[src/rtl/keypad_scanner_pkg.sv]
`default_nettype none
// ============================================================================
// Module   : keypad_scanner_pkg
// Purpose  : Shared keypad geometry, clock default and key-priority helpers.
// Revision : 1.0 - initial release
// ============================================================================
package keypad_scanner_pkg;

  localparam int CLK_FREQ_HZ = 12_000_000;
  localparam int KEYPAD_COLS = 4;
  localparam int KEYPAD_ROWS = 4;
  localparam int KEYPAD_KEYS = KEYPAD_COLS * KEYPAD_ROWS;
  localparam int DB_CNT_W    = 3;

  // Index of the lowest set bit; lower index means lower row within a column.
  function automatic logic [3:0] lowest_key(input logic [KEYPAD_KEYS-1:0] v);
    logic [3:0] idx;
    idx = '0;
    for (int i = KEYPAD_KEYS - 1; i >= 0; i--) begin
      if (v[i]) idx = i[3:0];
    end
    return idx;
  endfunction

  function automatic logic multi_hot(input logic [KEYPAD_KEYS-1:0] v);
    int unsigned n;
    n = 0;
    for (int i = 0; i < KEYPAD_KEYS; i++) begin
      if (v[i]) n++;
    end
    return (n > 1);
  endfunction

endpackage
`default_nettype wire

[src/rtl/key_debounce.sv]
`default_nettype none
// ============================================================================
// Module   : key_debounce
// Purpose  : Per-key sample counter; flips the stable state after N mismatches.
// Revision : 1.0 - initial release
// ============================================================================
module key_debounce
  import keypad_scanner_pkg::*;
#(
  parameter int DEBOUNCE_SCANS = 4
) (
  input  logic clk,
  input  logic rst_n,
  input  logic sample_en,
  input  logic sample,
  output logic stable,
  output logic rise
);

  logic [DB_CNT_W-1:0] r_db_cnt;
  logic                r_stable;
  logic                w_mature;

  // The mismatch seen this sample would be the last one needed.
  assign w_mature = (r_db_cnt == DB_CNT_W'(DEBOUNCE_SCANS - 1));

  always_ff @(posedge clk or negedge rst_n) begin
    if (!rst_n) begin
      r_db_cnt <= '0;
      r_stable <= 1'b0;
    end else if (sample_en) begin
      if (sample == r_stable) begin
        r_db_cnt <= '0;
      end else if (w_mature) begin
        r_stable <= ~r_stable;
        r_db_cnt <= '0;
      end else begin
        r_db_cnt <= r_db_cnt + DB_CNT_W'(1);
      end
    end
  end

  assign stable = r_stable;
  assign rise   = sample_en & sample & ~r_stable & w_mature;

endmodule
`default_nettype wire

[src/rtl/keypad_scanner.sv]
`default_nettype none
// ============================================================================
// Module   : keypad_scanner
// Purpose  : 4x4 column-scanned keypad with per-key debounce and press strobe.
// Revision : 1.0 - initial release
// ============================================================================
module keypad_scanner
  import keypad_scanner_pkg::*;
#(
  parameter int CLK_FREQ       = CLK_FREQ_HZ,
  parameter int SCAN_FREQ_HZ   = 1600,
  parameter int DEBOUNCE_SCANS = 4
) (
  input  logic                   clk,
  input  logic                   rst_n,
  input  logic [KEYPAD_ROWS-1:0] row_in,
  output logic [KEYPAD_COLS-1:0] col_drv,
  output logic [KEYPAD_KEYS-1:0] key_map,
  output logic                   key_valid,
  output logic [3:0]             key_code,
  output logic                   key_overrun
);

  localparam int SCAN_CNT_MAX = CLK_FREQ / SCAN_FREQ_HZ;
  localparam int CNT_W        = (SCAN_CNT_MAX > 1) ? $clog2(SCAN_CNT_MAX) : 1;

  logic [KEYPAD_ROWS-1:0] r_row_meta;
  logic [KEYPAD_ROWS-1:0] r_row_sync;
  logic [CNT_W-1:0]       r_scan_cnt;
  logic [1:0]             r_col_idx;
  logic                   w_sample_pt;
  logic [KEYPAD_KEYS-1:0] w_rise;
  logic                   r_key_valid;
  logic [3:0]             r_key_code;
  logic                   r_key_overrun;

  always_ff @(posedge clk or negedge rst_n) begin
    if (!rst_n) begin
      r_row_meta <= '0;
      r_row_sync <= '0;
    end else begin
      r_row_meta <= row_in;
      r_row_sync <= r_row_meta;
    end
  end

  // Sampling on the last cycle of a column gives the rows time to settle.
  assign w_sample_pt = (r_scan_cnt == CNT_W'(SCAN_CNT_MAX - 1));

  always_ff @(posedge clk or negedge rst_n) begin
    if (!rst_n) begin
      r_scan_cnt <= '0;
      r_col_idx  <= '0;
    end else if (w_sample_pt) begin
      r_scan_cnt <= '0;
      r_col_idx  <= r_col_idx + 2'd1;
    end else begin
      r_scan_cnt <= r_scan_cnt + CNT_W'(1);
    end
  end

  assign col_drv = 4'b0001 << r_col_idx;

  for (genvar k = 0; k < KEYPAD_KEYS; k++) begin : g_keys
    key_debounce #(
      .DEBOUNCE_SCANS(DEBOUNCE_SCANS)
    ) u_key_debounce (
      .clk       (clk),
      .rst_n     (rst_n),
      .sample_en (w_sample_pt && (r_col_idx == 2'(k / KEYPAD_ROWS))),
      .sample    (r_row_sync[k % KEYPAD_ROWS]),
      .stable    (key_map[k]),
      .rise      (w_rise[k])
    );
  end

  always_ff @(posedge clk or negedge rst_n) begin
    if (!rst_n) begin
      r_key_valid   <= 1'b0;
      r_key_code    <= '0;
      r_key_overrun <= 1'b0;
    end else begin
      r_key_valid   <= |w_rise;
      r_key_overrun <= multi_hot(w_rise);
      if (|w_rise) r_key_code <= lowest_key(w_rise);
    end
  end

  assign key_valid   = r_key_valid;
  assign key_code    = r_key_code;
  assign key_overrun = r_key_overrun;

endmodule
`default_nettype wire
[config.mk]
export PLATFORM = sky130hd
export DESIGN_NAME = keypad_scanner
export DESIGN_NICKNAME = d
export VERILOG_FILES = /design/src/rtl/keypad_scanner_pkg.sv /design/src/rtl/key_debounce.sv /design/src/rtl/keypad_scanner.sv
export SDC_FILE = /design/constraint.sdc
export NUM_CORES = 1
export LEC_CHECK = 0
export BUFFER_PORTS_ARGS = -buffer_cell sky130_fd_sc_hd__clkbuf_2
export CAP_MARGIN = 5
export CORE_UTILIZATION = 60
export CTS_BUF_LIST = sky130_fd_sc_hd__clkbuf_8
export CTS_CLUSTER_DIAMETER = 150
export DETAILED_ROUTE_END_ITERATION = 12
export PLACE_DENSITY = 0.78
export SLEW_MARGIN = 20
export SYNTH_ARGS = -nofsm -noshare
export SYNTH_HDL_FRONTEND = slang
export SYNTH_SLANG_ARGS = --single-unit
[constraint.sdc]
create_clock -name clk -period 26.6 [get_ports clk]
set_clock_uncertainty 0.1 [all_clocks]
set_input_delay 2.66 -clock clk [delete_from_list [all_inputs] [get_ports clk]]
set_output_delay 2.66 -clock clk [all_outputs]
set_load 0.01 [all_outputs]
==> flow_metrics.tcl <==
set metrics [dict create \
    outcome "finished clean" \
    clkLatencyLatePin_ns 0.37 \
    crit_required_ns 26.76 \
    die_w_um 113 \
    htree_levels 3 \
    postCtsHoldBufs 0 \
    io_pins 32 \
    p_int_mw 0.196 \
    synth_top_area_share 0.313 \
    power_density_nw_per_um2 32.5 \
    hp-class "reg2reg" \
    final.setup.worst_slack_ns 15.19 \
    first_pass_iters 5 \
    startpoint_type "register" \
    dieHeight_um 113 \
    slew_viol_final 0 \
    rsz0062_at_grt "false" \
    finalWirelength_um 17200 \
    leakagePower_nw 3.47 \
    endpoint_kind "register" \
    initial_core_util 0.616 \
    grt_usage 0.282 \
    dpl_worst_slack_ns 15.41 \
    viasPerCell 6.32 \
    fmax_mhz 87.6 \
    cts_buffers 9 \
    path_clk_slew_ns 0.10 \
    route.detailed.drc 0 \
    syn_avg_cell_area_um2 9.07 \
    cpPeakStageDelay_ns 0.47 \
    cts_tree "yes" \
    layout-drive-gt1-share 0.124 \
    slowest_stage "ha_1" \
    grt_pass1_vias 6051 \
    grt_pass1_wl_um 28800 \
    dp.cells 978 \
    synthTopCellsByArea "dfrtp_1 (31%), xnor2_1 (7.0%), ha_1 (5.9%)" \
    cts_resized 0 \
    synth_common_cells "dfrtp_1 (93), nor2_1 (81), nand2_1 (78)" \
    synthFlopType "dfrtp_1" \
    ant_nets 0 \
    yosys_warnings 0 \
    routedWlPerCell_um 17.3 \
    vias 6272 \
    core_um2 12100 \
    synth_cell_type_count 89 \
    fin_crit_ns 11.41 \
    grt.overflow.total 0 \
    clock-sinks 93 \
    gp_congestion 0.946 \
    r2r_slack_ns 15.19 \
    antenna_found_initial 0 \
    seqPwrFrac 0.567 \
    syn_inst 819 \
    area.growth.synth_to_final_pct 4.78 \
    ir_drop_mv 0.0366 \
    grt_start_max_net_pins 80 \
    synth_top_area_cell "dfrtp_1" \
    slew_headroom 0.327 \
    p_sw_mw 0.0566 \
    rows 40 \
    setup_violations 0 \
    cts_buffer_depth 2 \
    yosysSeqAreaShare 0.313 \
    switching_share 0.224 \
    post-synth-top-count-cell "dfrtp_1" \
    antennaDiodeCount 0 \
    critPathKind "reg2reg" \
    combPwrFrac 0.024 \
    post-route-period-util 0.429 \
    timing.setup.tns_ns 0 \
    synth_nets 860 \
    path_max_fanout 30 \
    postCtsSetupBuffers 0 \
    design.die.area_um2 12800 \
    ys_ff_latch 93 \
    max_cap_violations 0 \
    crit_path_frequent_cell "ha_1" \
    cp.arrival_ns 11.57 \
    portBuffers 31 \
    final_core_util 0.645 \
    power.total_mw 0.253 \
    final_cell_count_no_fill 992 \
    pwr-share-clk 0.408 \
    root_buffer "clkbuf_8" \
    finalHoldViolCount 0 \
    tightest_slew_ns 1.00 \
    netlist_area_um2 7430 \
    synth_edf_count 0 \
    synth-async-reset-ratio 1.00 \
    dp_hpwl_um 13100 \
    drt_iter0_drc 530 \
    num-nets-final 862 \
]
power by group through the flow:
| stage | sequential, mW | combinational [mW] | clock (mW) |
|---|---|---|---|
| after detailed placement | 0.146 | 0.00630 | 0 |
| after global routing | 0.144 | 0.00714 | 0.109 |
| after CTS | 0.143 | 0.00639 | 0.105 |
| after floorplan | 0.145 | 0.00347 | 0 |
| after global placement | 0.146 | 0.00603 | 0 |
| final | 0.143 | 0.00618 | 0.103 |
stage by stage:
stage	cell area [um^2]	hold slack (ns)
detailed placement	7570	0.235
global placement	7570	0.234
CTS	7780	0.255
floorplan	7430	0.231
global route	7780	0.266
finish	7780	0.254
cell type report:
| type | count | area [um^2] |
|---|---|---|
| Timing Repair Buffer | 38 | 210 |
| Fill cell | 979 | 4280 |
| Clock inverter | 5 | 85.1 |
| Clock buffer | 9 | 124 |
| Inverter | 17 | 63.8 |
| Sequential cell | 93 | 2330 |
| Multi-Input combinational cell | 662 | 4760 |
| Tap cell | 168 | 210 |
sequential cells by signal, indices dropped and copies added (netlist names):
name / cells
g_keys.u_key_debounce.r_db_cnt: 48
g_keys.u_key_debounce.stable: 16
key_code: 4
key_overrun: 1
key_valid: 1
r_col_idx: 2
r_row_meta: 4
r_row_sync: 4
r_scan_cnt: 13
cells in the final DEF, fill, tap and decap left out, types with 10 or more instances in the layout:
cell	count
dfrtp_1	93
nor2_1	81
nand2_1	78
xnor2_1	59
ha_1	35
o21ai_0	31
clkbuf_2	30
a21oi_1	28
nand3_1	25
nor3_1	21
mux2_2	19
o21a_1	17
inv_1	16
nand2b_1	15
and3_1	13
nand3b_1	13
xor2_1	13
a31oi_1	13
a21o_1	12
nand4_1	11
nor4_1	11
o211ai_1	10
and2_1	10
path summary, 6_finish.rpt:
kind	from	to	depth (start not counted)
setup / recovery	r_scan_cnt[0]	key_overrun	56
hold / removal	r_row_meta[1]	r_row_sync[1]	0
setup reg to reg	r_scan_cnt[0]	key_overrun	56
hold reg to reg	r_row_meta[1]	r_row_sync[1]	0
max in group asynchronous	rst_n	r_col_idx[1]	2
min in group asynchronous	rst_n	key_overrun	1
cell families after synthesis:
logic type | after synthesis | share of synthesized area
fa+ha+maj | 36 | 0.0603
compound gates | 171 | 0.164
xor+xnor | 83 | 0.121
mux | 23 | 0.0342
buf+inv | 64 | 0.0462
simple gates | 349 | 0.262
flops | 93 | 0.313
metal layers:
layer / part of all wire / global-route usage / vias to the layer above
met5: 0 / 0 / -
met4: 0.029 / 0.105 / 0
met2: 0.49 / 0.491 / 220
met3: 0.049 / 0.0455 / 42
met1: 0.43 / 0.352 / 3044
li1: - / - / 2966
worst max-delay path: cells and delay by family (launching register included):
family                     cells  cell delay [ns]
and+or+nand+nor               15             1.89
AOI/OAI and AO/OA             17             2.65
muxes                          3             0.83
buffers and inverters          7             0.91
adders and majority gates     14             4.48
DFF                            1             0.40
Power figures use the tool's default switching activity.
